[src/rtl/mips_pkg.sv]
// Shared types and encodings for the 5-stage MIPS pipeline controller.
package mips_pkg;

  // Opcode encodings of the supported instructions
  localparam logic [5:0] OP_RTYPE = 6'h00;
  localparam logic [5:0] OP_BZ    = 6'h01;
  localparam logic [5:0] OP_JR    = 6'h02;
  localparam logic [5:0] OP_BEQ   = 6'h04;
  localparam logic [5:0] OP_ADDI  = 6'h08;
  localparam logic [5:0] OP_SUBI  = 6'h09;
  localparam logic [5:0] OP_MULI  = 6'h0a;
  localparam logic [5:0] OP_ANDI  = 6'h0c;
  localparam logic [5:0] OP_ORI   = 6'h0d;
  localparam logic [5:0] OP_XORI  = 6'h0e;
  localparam logic [5:0] OP_LDW   = 6'h23;
  localparam logic [5:0] OP_STW   = 6'h2b;
  localparam logic [5:0] OP_HALT  = 6'h3f;

  // Width of the destination index kept in a stage shadow
  localparam int SHADOW_AW = 5;

  typedef enum logic [2:0] {
    CLS_ALU_R  = 3'd0,
    CLS_ALU_I  = 3'd1,
    CLS_LOAD   = 3'd2,
    CLS_STORE  = 3'd3,
    CLS_BRANCH = 3'd4,
    CLS_HALT   = 3'd5
  } instr_cls_e;

  typedef struct packed {
    logic                 valid;
    instr_cls_e           cls;
    logic [SHADOW_AW-1:0] dest;
    logic                 writes;
  } stage_shadow_t;

  localparam stage_shadow_t SHADOW_NOP = '{valid: 1'b0, cls: CLS_ALU_R, dest: 5'd0, writes: 1'b0};

  typedef enum logic [1:0] {
    FWD_REG = 2'b00,
    FWD_MEM = 2'b01,
    FWD_WB  = 2'b10
  } fwd_sel_e;

  typedef enum logic [1:0] {
    ST_RUN    = 2'd0,
    ST_DRAIN  = 2'd1,
    ST_HALTED = 2'd2
  } ctrl_state_e;

endpackage

[src/rtl/mips_hazard_unit.sv]
// Combinational decode of the ID instruction plus load-use and forwarding compares.
module mips_hazard_unit
  import mips_pkg::*;
#(
  parameter int REG_AW       = 5,
  parameter bit R0_HARDWIRED = 1'b1
) (
  input  logic              id_valid,
  input  logic [5:0]        id_opcode,
  input  logic [REG_AW-1:0] id_rs,
  input  logic [REG_AW-1:0] id_rt,
  input  logic [REG_AW-1:0] id_rd,
  input  stage_shadow_t     ex_sh,
  input  stage_shadow_t     mem_sh,
  input  stage_shadow_t     wb_sh,
  input  logic [REG_AW-1:0] ex_rs,
  input  logic [REG_AW-1:0] ex_rt,
  input  logic              ex_use_rs,
  input  logic              ex_use_rt,
  output stage_shadow_t     id_sh,
  output logic              id_use_rs,
  output logic              id_use_rt,
  output logic              load_use,
  output fwd_sel_e          fwd_a,
  output fwd_sel_e          fwd_b
);

  // Picks the operand source for one EX register read; the MEM result is newer than WB.
  function automatic fwd_sel_e fwd_pick(input logic use_src, input logic [REG_AW-1:0] src,
                                        input stage_shadow_t m_s, input stage_shadow_t w_s);
    fwd_sel_e sel;
    if (!use_src || (R0_HARDWIRED && (src == {REG_AW{1'b0}}))) begin
      sel = FWD_REG;
    end else if (m_s.valid && m_s.writes && (REG_AW'(m_s.dest) == src)) begin
      sel = FWD_MEM;
    end else if (w_s.valid && w_s.writes && (REG_AW'(w_s.dest) == src)) begin
      sel = FWD_WB;
    end else begin
      sel = FWD_REG;
    end
    return sel;
  endfunction

  // Decode class, destination and source usage of the instruction in ID.
  always_comb begin
    id_sh     = SHADOW_NOP;
    id_use_rs = 1'b0;
    id_use_rt = 1'b0;
    case (id_opcode)
      OP_RTYPE: begin
        id_sh.cls    = CLS_ALU_R;
        id_sh.dest   = SHADOW_AW'(id_rd);
        id_sh.writes = 1'b1;
        id_use_rs    = 1'b1;
        id_use_rt    = 1'b1;
      end
      OP_ADDI, OP_SUBI, OP_MULI, OP_ORI, OP_ANDI, OP_XORI: begin
        id_sh.cls    = CLS_ALU_I;
        id_sh.dest   = SHADOW_AW'(id_rt);
        id_sh.writes = 1'b1;
        id_use_rs    = 1'b1;
      end
      OP_LDW: begin
        id_sh.cls    = CLS_LOAD;
        id_sh.dest   = SHADOW_AW'(id_rt);
        id_sh.writes = 1'b1;
        id_use_rs    = 1'b1;
      end
      OP_STW: begin
        id_sh.cls = CLS_STORE;
        id_use_rs = 1'b1;
        id_use_rt = 1'b1;
      end
      OP_BZ, OP_JR: begin
        id_sh.cls = CLS_BRANCH;
        id_use_rs = 1'b1;
      end
      OP_BEQ: begin
        id_sh.cls = CLS_BRANCH;
        id_use_rs = 1'b1;
        id_use_rt = 1'b1;
      end
      OP_HALT: begin
        id_sh.cls = CLS_HALT;
      end
      default: begin
        // Unknown opcodes behave as a NOP: no destination, no sources.
        id_sh.cls = CLS_ALU_R;
      end
    endcase
    if (R0_HARDWIRED && (id_sh.dest == 5'd0)) begin
      id_sh.writes = 1'b0;
    end else begin
      id_sh.writes = id_sh.writes;
    end
    if (!id_valid) begin
      id_sh     = SHADOW_NOP;
      id_use_rs = 1'b0;
      id_use_rt = 1'b0;
    end else begin
      id_sh.valid = 1'b1;
    end
  end

  // Load-use: the load in EX produces a register the ID instruction reads.
  always_comb begin
    if (ex_sh.valid && (ex_sh.cls == CLS_LOAD) && ex_sh.writes) begin
      load_use = (id_use_rs && (REG_AW'(ex_sh.dest) == id_rs)) ||
                 (id_use_rt && (REG_AW'(ex_sh.dest) == id_rt));
    end else begin
      load_use = 1'b0;
    end
  end

  // Operand forwarding selects for the instruction currently in EX.
  always_comb begin
    fwd_a = fwd_pick(ex_use_rs, ex_rs, mem_sh, wb_sh);
    fwd_b = fwd_pick(ex_use_rt, ex_rt, mem_sh, wb_sh);
  end

endmodule

[src/rtl/mips_pipe_ctrl_chk.sv]
// Protocol checks on the pipeline controller state.
module mips_pipe_ctrl_chk
  import mips_pkg::*;
(
  input logic        clk,
  input logic        rst,
  input ctrl_state_e state,
  input logic        ex_br_taken,
  input logic        pc_en
);

  // A branch cannot be in EX while draining, and a halted core never fetches.
  always @(posedge clk) begin
    if (!rst) begin
      assert (!((state == ST_DRAIN) && ex_br_taken)) else $error("taken branch while draining");
      assert (!((state == ST_HALTED) && pc_en)) else $error("pc_en while halted");
    end
  end

endmodule

[src/rtl/mips_pipe_ctrl.sv]
// Central pipeline controller: stage shadows, stall/flush sequencing, HALT drain, counters.
module mips_pipe_ctrl
  import mips_pkg::*;
#(
  parameter int REG_AW       = 5,
  parameter int CNT_W        = 32,
  parameter bit R0_HARDWIRED = 1'b1
) (
  input  logic              clk,
  input  logic              rst,
  input  logic              id_valid,
  input  logic [5:0]        id_opcode,
  input  logic [REG_AW-1:0] id_rs,
  input  logic [REG_AW-1:0] id_rt,
  input  logic [REG_AW-1:0] id_rd,
  input  logic              ex_br_taken,
  input  logic              mem_wait,
  output logic              pc_en,
  output logic              pc_sel_branch,
  output logic              if_id_en,
  output logic              if_id_flush,
  output logic              id_ex_bubble,
  output logic              pipe_en,
  output logic [1:0]        fwd_a,
  output logic [1:0]        fwd_b,
  output logic              wb_en,
  output logic [REG_AW-1:0] wb_reg,
  output logic              halted,
  output logic [CNT_W-1:0]  perf_cycles,
  output logic [CNT_W-1:0]  perf_stalls,
  output logic [CNT_W-1:0]  perf_flushes,
  output logic [CNT_W-1:0]  perf_retired
);

  function automatic logic [CNT_W-1:0] sat_inc(input logic [CNT_W-1:0] v);
    return (&v) ? v : v + {{(CNT_W-1){1'b0}}, 1'b1};
  endfunction

  stage_shadow_t     ex_sh_r, mem_sh_r, wb_sh_r, id_sh_s;
  logic [REG_AW-1:0] ex_rs_r, ex_rt_r;
  logic              ex_use_rs_r, ex_use_rt_r, id_use_rs_s, id_use_rt_s, load_use_s;
  fwd_sel_e          fwd_a_s, fwd_b_s;
  ctrl_state_e       state_r, next_state_s;
  logic              halted_r, halt_in_id_s;
  logic              pc_en_s, pc_sel_s, if_id_en_s, flush_s, bubble_s, pipe_en_s;
  logic              stall_evt_s, flush_evt_s, retire_evt_s;
  logic [CNT_W-1:0]  cycles_r, stalls_r, flushes_r, retired_r;

  mips_hazard_unit #(.REG_AW(REG_AW), .R0_HARDWIRED(R0_HARDWIRED)) u_hazard (
    .id_valid (id_valid),
    .id_opcode(id_opcode),
    .id_rs    (id_rs),
    .id_rt    (id_rt),
    .id_rd    (id_rd),
    .ex_sh    (ex_sh_r),
    .mem_sh   (mem_sh_r),
    .wb_sh    (wb_sh_r),
    .ex_rs    (ex_rs_r),
    .ex_rt    (ex_rt_r),
    .ex_use_rs(ex_use_rs_r),
    .ex_use_rt(ex_use_rt_r),
    .id_sh    (id_sh_s),
    .id_use_rs(id_use_rs_s),
    .id_use_rt(id_use_rt_s),
    .load_use (load_use_s),
    .fwd_a    (fwd_a_s),
    .fwd_b    (fwd_b_s)
  );

  mips_pipe_ctrl_chk u_chk (
    .clk        (clk),
    .rst        (rst),
    .state      (state_r),
    .ex_br_taken(ex_br_taken),
    .pc_en      (pc_en)
  );

  assign halt_in_id_s = id_sh_s.valid && (id_sh_s.cls == CLS_HALT);

  // Sequencing decision per cycle: priority is mem_wait, taken branch, load-use, HALT.
  always_comb begin
    pc_en_s      = 1'b0;
    pc_sel_s     = 1'b0;
    if_id_en_s   = 1'b0;
    flush_s      = 1'b0;
    bubble_s     = 1'b0;
    pipe_en_s    = 1'b0;
    next_state_s = state_r;
    case (state_r)
      ST_RUN: begin
        if (mem_wait) begin
          next_state_s = ST_RUN;
        end else if (ex_br_taken) begin
          pc_en_s    = 1'b1;
          pc_sel_s   = 1'b1;
          if_id_en_s = 1'b1;
          flush_s    = 1'b1;
          bubble_s   = 1'b1;
          pipe_en_s  = 1'b1;
        end else if (load_use_s) begin
          bubble_s  = 1'b1;
          pipe_en_s = 1'b1;
        end else if (halt_in_id_s) begin
          // HALT advances into EX; fetch stops from this cycle on.
          pipe_en_s    = 1'b1;
          next_state_s = ST_DRAIN;
        end else begin
          pc_en_s    = 1'b1;
          if_id_en_s = 1'b1;
          pipe_en_s  = 1'b1;
        end
      end
      ST_DRAIN: begin
        if (mem_wait) begin
          next_state_s = ST_DRAIN;
        end else begin
          // ID still holds the HALT, so only NOPs may enter EX.
          pipe_en_s = 1'b1;
          bubble_s  = 1'b1;
          if (wb_sh_r.valid && (wb_sh_r.cls == CLS_HALT)) begin
            next_state_s = ST_HALTED;
          end else begin
            next_state_s = ST_DRAIN;
          end
        end
      end
      ST_HALTED: begin
        next_state_s = ST_HALTED;
      end
      default: begin
        next_state_s = ST_RUN;
      end
    endcase
  end

  // Controller FSM and its registered halted flag.
  always_ff @(posedge clk or posedge rst) begin
    if (rst) begin
      state_r  <= ST_RUN;
      halted_r <= 1'b0;
    end else begin
      state_r  <= next_state_s;
      halted_r <= (next_state_s == ST_HALTED);
    end
  end

  // Stage shadows advance together whenever the back end is enabled.
  always_ff @(posedge clk or posedge rst) begin
    if (rst) begin
      ex_sh_r     <= SHADOW_NOP;
      mem_sh_r    <= SHADOW_NOP;
      wb_sh_r     <= SHADOW_NOP;
      ex_rs_r     <= {REG_AW{1'b0}};
      ex_rt_r     <= {REG_AW{1'b0}};
      ex_use_rs_r <= 1'b0;
      ex_use_rt_r <= 1'b0;
    end else if (pipe_en_s) begin
      ex_sh_r     <= bubble_s ? SHADOW_NOP : id_sh_s;
      ex_rs_r     <= id_rs;
      ex_rt_r     <= id_rt;
      ex_use_rs_r <= bubble_s ? 1'b0 : id_use_rs_s;
      ex_use_rt_r <= bubble_s ? 1'b0 : id_use_rt_s;
      mem_sh_r    <= ex_sh_r;
      wb_sh_r     <= mem_sh_r;
    end
  end

  assign stall_evt_s  = (state_r == ST_RUN) && !mem_wait && !ex_br_taken && load_use_s;
  assign flush_evt_s  = (state_r == ST_RUN) && !mem_wait && ex_br_taken;
  assign retire_evt_s = pipe_en_s && wb_sh_r.valid && (wb_sh_r.cls != CLS_HALT);

  // Saturating performance counters, frozen once halted.
  always_ff @(posedge clk or posedge rst) begin
    if (rst) begin
      cycles_r  <= {CNT_W{1'b0}};
      stalls_r  <= {CNT_W{1'b0}};
      flushes_r <= {CNT_W{1'b0}};
      retired_r <= {CNT_W{1'b0}};
    end else if (state_r != ST_HALTED) begin
      cycles_r  <= sat_inc(cycles_r);
      stalls_r  <= stall_evt_s  ? sat_inc(stalls_r)  : stalls_r;
      flushes_r <= flush_evt_s  ? sat_inc(flushes_r) : flushes_r;
      retired_r <= retire_evt_s ? sat_inc(retired_r) : retired_r;
    end
  end

  assign pc_en         = pc_en_s & ~rst;
  assign pc_sel_branch = pc_sel_s & ~rst;
  assign if_id_en      = if_id_en_s & ~rst;
  assign if_id_flush   = flush_s & ~rst;
  assign id_ex_bubble  = bubble_s & ~rst;
  assign pipe_en       = pipe_en_s & ~rst;
  assign fwd_a         = rst ? 2'b00 : fwd_a_s;
  assign fwd_b         = rst ? 2'b00 : fwd_b_s;
  assign wb_en         = ~rst & wb_sh_r.valid & wb_sh_r.writes & ~mem_wait &
                         (state_r != ST_HALTED) &
                         (!R0_HARDWIRED || (wb_sh_r.dest != 5'd0));
  assign wb_reg        = rst ? {REG_AW{1'b0}} : REG_AW'(wb_sh_r.dest);
  assign halted        = halted_r;
  assign perf_cycles   = cycles_r;
  assign perf_stalls   = stalls_r;
  assign perf_flushes  = flushes_r;
  assign perf_retired  = retired_r;

endmodule

[config.mk]
export PLATFORM = sky130hd
export DESIGN_NAME = mips_pipe_ctrl
export DESIGN_NICKNAME = d
export VERILOG_FILES = /design/src/rtl/mips_pkg.sv /design/src/rtl/mips_hazard_unit.sv /design/src/rtl/mips_pipe_ctrl_chk.sv /design/src/rtl/mips_pipe_ctrl.sv
export SDC_FILE = /design/constraint.sdc
export NUM_CORES = 1
export LEC_CHECK = 0
export BUFFER_PORTS_ARGS = -buffer_cell sky130_fd_sc_hd__buf_4
export CAP_MARGIN = 0
export CORE_UTILIZATION = 60
export CTS_CLUSTER_SIZE = 24
export DETAILED_ROUTE_END_ITERATION = 12
export PLACE_DENSITY = 0.86
export SLEW_MARGIN = 20
export SYNTH_ARGS = -nofsm -noshare
export SYNTH_HDL_FRONTEND = slang
export SYNTH_SLANG_ARGS = --single-unit
[constraint.sdc]
create_clock -name clk -period 17 [get_ports clk]
set_input_delay 1.7 -clock clk [delete_from_list [all_inputs] [get_ports clk]]
set_output_delay 1.7 -clock clk [all_outputs]
set_load 0.1 [all_outputs]
==> run_results.csv <==
group,metric,value,unit
yosys,syn_area_per_cell,9.96,µm²
route,drt_iter0_drc,475,
critical_path,cp.arrival,3.60,ns
route,drcViolationCount,0,
place,pre_cts_ws,11.73,ns
timing,fin_setup_tns,0,ns
timing,rsz0062_at_grt,"no",
place,io_buffers,170,
clock_tree,clkTransAtPathRegs,0.06,ns
timing,maxSlewViolCount,0,
yosys,ys.flop_type,"dfrtp_1",
clock_tree,clock_path_buffers,2,
global_routing,grt.total_usage,0.280,
critical_path,cp_slowest_cell,"or4_1",
die,die_h,121,µm
power,ir_drop,60.8,µV
critical_path,r2r-end,"perf_stalls[1]$_DFFE_PP0P_",
clock_tree,cts-root-buf,"clkbuf_16",
timing,hold-worst-slack,0.471,ns
yosys,async_flop_share,1.00,
place,gp_congestion,0.879,
final_layout,fin_util,0.758,
route,vias,6961,
route,ant_nets,0,
timing,setup_slack,11.70,ns
critical_path,endpoint_kind,"output pin",
critical_path,critPathLaunch,"id_opcode[3]",
critical_path,crit_top_cell,"buf_4",
clock_tree,cts_hold_buf,0,
yosys,seq_area_frac_synth,0.507,
critical_path,crit_required,15.30,ns
die,rows,43,
clock_tree,postCtsSetupBuffers,0,
global_routing,grt_pass1_wl,32300,µm
final_layout,nets,1056,
timing,slew_headroom,0.464,
place,hpwl,13800,µm
timing,period_needed,5.30,ns
clock_tree,cts_resized,0,
critical_path,rrSetupSlack,14.05,ns
status,status,"completed",
global_routing,grt_pass1_vias,6588,
critical_path,cp_max_fo,10,
power,internal_power,0.000638,W
timing,clock_skew,0.00940,ns
global_routing,gr-total-overflow,0,
critical_path,critPathKind,"input pin to output pin",
clock_tree,cts.sinks,173,
die,start_util,0.616,
die,chipWidth,121,µm
die,fp.dieArea,14700,µm²
final_layout,drive_gt1_frac,0.218,
power,p_switching,0.000220,W
power,power.density,81.7,nW/µm²
route,wirelength,19700,µm
route,wl_per_cell,16.2,µm
critical_path,startpoint_type,"input pin",
timing,finalSetupViolCount,0,
min_path,hold_depth,2,
final_layout,area_growth,23.1,%
timing,fmax,189,MHz
clock_tree,cts_buffers,17,
final_layout,diodes,0,
yosys,synth_nets,888,
yosys,synthCells,858,
critical_path,slowest_delay,0.55,ns
timing,finalHoldViolCount,0,
clock_tree,cts_tree,"yes",
yosys,synth-edff-count,0,
die,core,13900,µm²
yosys,synth_area,8540,µm²
die,num_io_pins,171,
clock_tree,clk_latency,0.43,ns
power,p_clk_frac,0.423,
power,p_sw_frac,0.257,
global_routing,grt_max_degree,94,
yosys,yosysWarnings,0,
timing,worst_pin_slew,0.797,ns
final_layout,n_fill_cell,988,
power,leakagePower,5.07,nW
min_path,hold_path_class,"flop to flop",
timing,finalCritPeriodShare,0.312,
critical_path,crit_end,"if_id_en",
yosys,synth-seq-cells,173,
critical_path,r2r-start,"state_r[1]$_DFF_PP0_",
yosys,synth_cell_types,58,
power,seqPwrFrac,0.495,
global_routing,antenna_found_initial,0,
clock_tree,cts_htree_levels,4,
critical_path,reg2regPathDepth,5,
power,power_frac_comb,0.082,
critical_path,path_cells,"buf_4 > or4_1 > o22ai_1 > a22o_1 > and4_1 > nand4bb_1 > o21ai_0 > buf_4",
flow_run,maxCapViolCount,0,
route,drt_pass1_iterations,5,
route,via_per_inst,5.71,
## layer usage
layer,share of wire,global-route usage
met4,0.019,0.0910
met5,0,0
met1,0.43,0.372
met3,0.052,0.0587
met2,0.50,0.456
## layout make-up
class / count / area (µm²) / share of cell area
clock inverters: 11 / 82.6 / 0.00785
clock buffers: 21 / 480 / 0.0457
inverters: 17 / 68.8 / 0.00654
flip-flops and latches: 173 / 4330 / 0.412
well taps: 180 / 225 / 0.0214
multi-input cells: 645 / 4030 / 0.384
repair buffers: 172 / 1290 / 0.123
## power by group through the flow
stage | logic (W) | clock network, W | registers [W]
after floorplan | 0.0000240 | 0 | 0.000458
after global placement | 0.0000694 | 0 | 0.000432
after detailed placement | 0.0000709 | 0 | 0.000432
after CTS | 0.0000709 | 0.000368 | 0.000425
after global routing | 0.0000753 | 0.000387 | 0.000426
final | 0.0000702 | 0.000364 | 0.000425
## cells in the mapped netlist (2+ instances only)
cell type  count  area [µm²]
nand4bb_1      2        22.5
nand3_1       50         250
xnor2_1       97         850
and2_1         4        25.0
nand2b_1       5        31.3
buf_4          2        15.0
dfrtp_1      173        4330
mux2_2         4        45.0
a31oi_1        2        12.5
nor4bb_1       2        20.0
a22o_1         3        26.3
buf_2          3        15.0
or2_2          6        37.5
or4_1          6        45.0
ha_1           4        50.1
and4_1        14         123
nand4_1       47         294
nor4b_1        3        26.3
buf_6          3        33.8
nor3_1        26         130
a21oi_1        6        30.0
nor4_1        14        87.6
nand3b_1       4        30.0
o21ai_0       16        80.1
and3_1        23         144
nor2b_1       10        62.6
inv_1         17        63.8
nor3b_1        8        60.1
nor2_1        46         173
and3b_1        2        17.5
a22oi_1        8        60.1
xor2_1        53         464
or3_1          2        12.5
nand2_1      154         578
and4bb_2       3        37.5
clkbuf_1      14        52.6
## how the worst min path moves through the flow
stage / from / endpoint / slack (ns)
floorplan: wb_sh_r[0]$_DFFE_PP0P_ / wb_sh_r[0]$_DFFE_PP0P_ / 0.44
global placement: mem_sh_r[8]$_DFFE_PP0P_ / wb_sh_r[8]$_DFFE_PP0P_ / 0.45
detailed placement: mem_sh_r[7]$_DFFE_PP0P_ / wb_sh_r[7]$_DFFE_PP0P_ / 0.46
CTS: mem_sh_r[7]$_DFFE_PP0P_ / wb_sh_r[7]$_DFFE_PP0P_ / 0.47
global route: mem_sh_r[8]$_DFFE_PP0P_ / wb_sh_r[8]$_DFFE_PP0P_ / 0.51
finish: wb_sh_r[8]$_DFFE_PP0P_ / wb_sh_r[8]$_DFFE_PP0P_ / 0.47
## kinds of logic (layout without fill, tap and decap cells)
group                      count (synthesis)  after routing  synth area share
adders and majority gates                  5              5           0.00703
buffers and inverters                     40            221            0.0215
xor gates and xnor gates                 150            150             0.154
AOI/OAI and AO/OA                         45             45            0.0349
DFF                                      173            173             0.507
and+or+nand+nor                          439            439             0.268
muxes                                      6              6           0.00776
## cells in the final DEF (no fill, tap or decap), types with 3 or more instances in the layout
cell	n
dfrtp_1	173
buf_4	171
nand2_1	154
xnor2_1	97
xor2_1	53
nand3_1	50
nand4_1	47
nor2_1	45
nor3_1	26
and3_1	23
clkbuf_16	17
inv_1	16
o21ai_0	16
nor4_1	14
and4_1	14
nor2b_1	10
a22oi_1	8
nor3b_1	8
or2_2	6
or4_1	6
a21oi_1	6
nand2b_1	5
clkinvlp_4	5
and2_1	4
nand3b_1	4
mux2_2	4
inv_6	4
ha_1	4
clkbuf_8	4
nor4b_1	3
a22o_1	3
and4bb_2	3
## worst max-delay path: cells and delay by family
kind | cells | cell delay, ns
buf+inv | 2 | 0.41
simple gates | 3 | 1.01
compound gates | 3 | 0.49
## through the flow
stage / cells / cell area [µm²] / total power (W)
detailed placement: 1187 / 9950 / 0.000503
finish: 1219 / 10500 / 0.000859
global route: 1219 / 10500 / 0.000888
global placement: 1187 / 9950 / 0.000502
CTS: 1219 / 10500 / 0.000864
floorplan: 858 / 8540 / 0.000482
## state kept, by name, indices dropped and copies added (netlist names)
| register | count |
|---|---|
| mem_sh_r | 10 |
| ex_use_rt_r | 1 |
| wb_sh_r | 10 |
| ex_rt_r | 5 |
| ex_sh_r | 10 |
| perf_flushes | 32 |
| perf_stalls | 32 |
| perf_retired | 32 |
| state_r | 2 |
| ex_rs_r | 5 |
| perf_cycles | 32 |
| ex_use_rs_r | 1 |
| halted | 1 |
(Power assumes the default switching activity.)
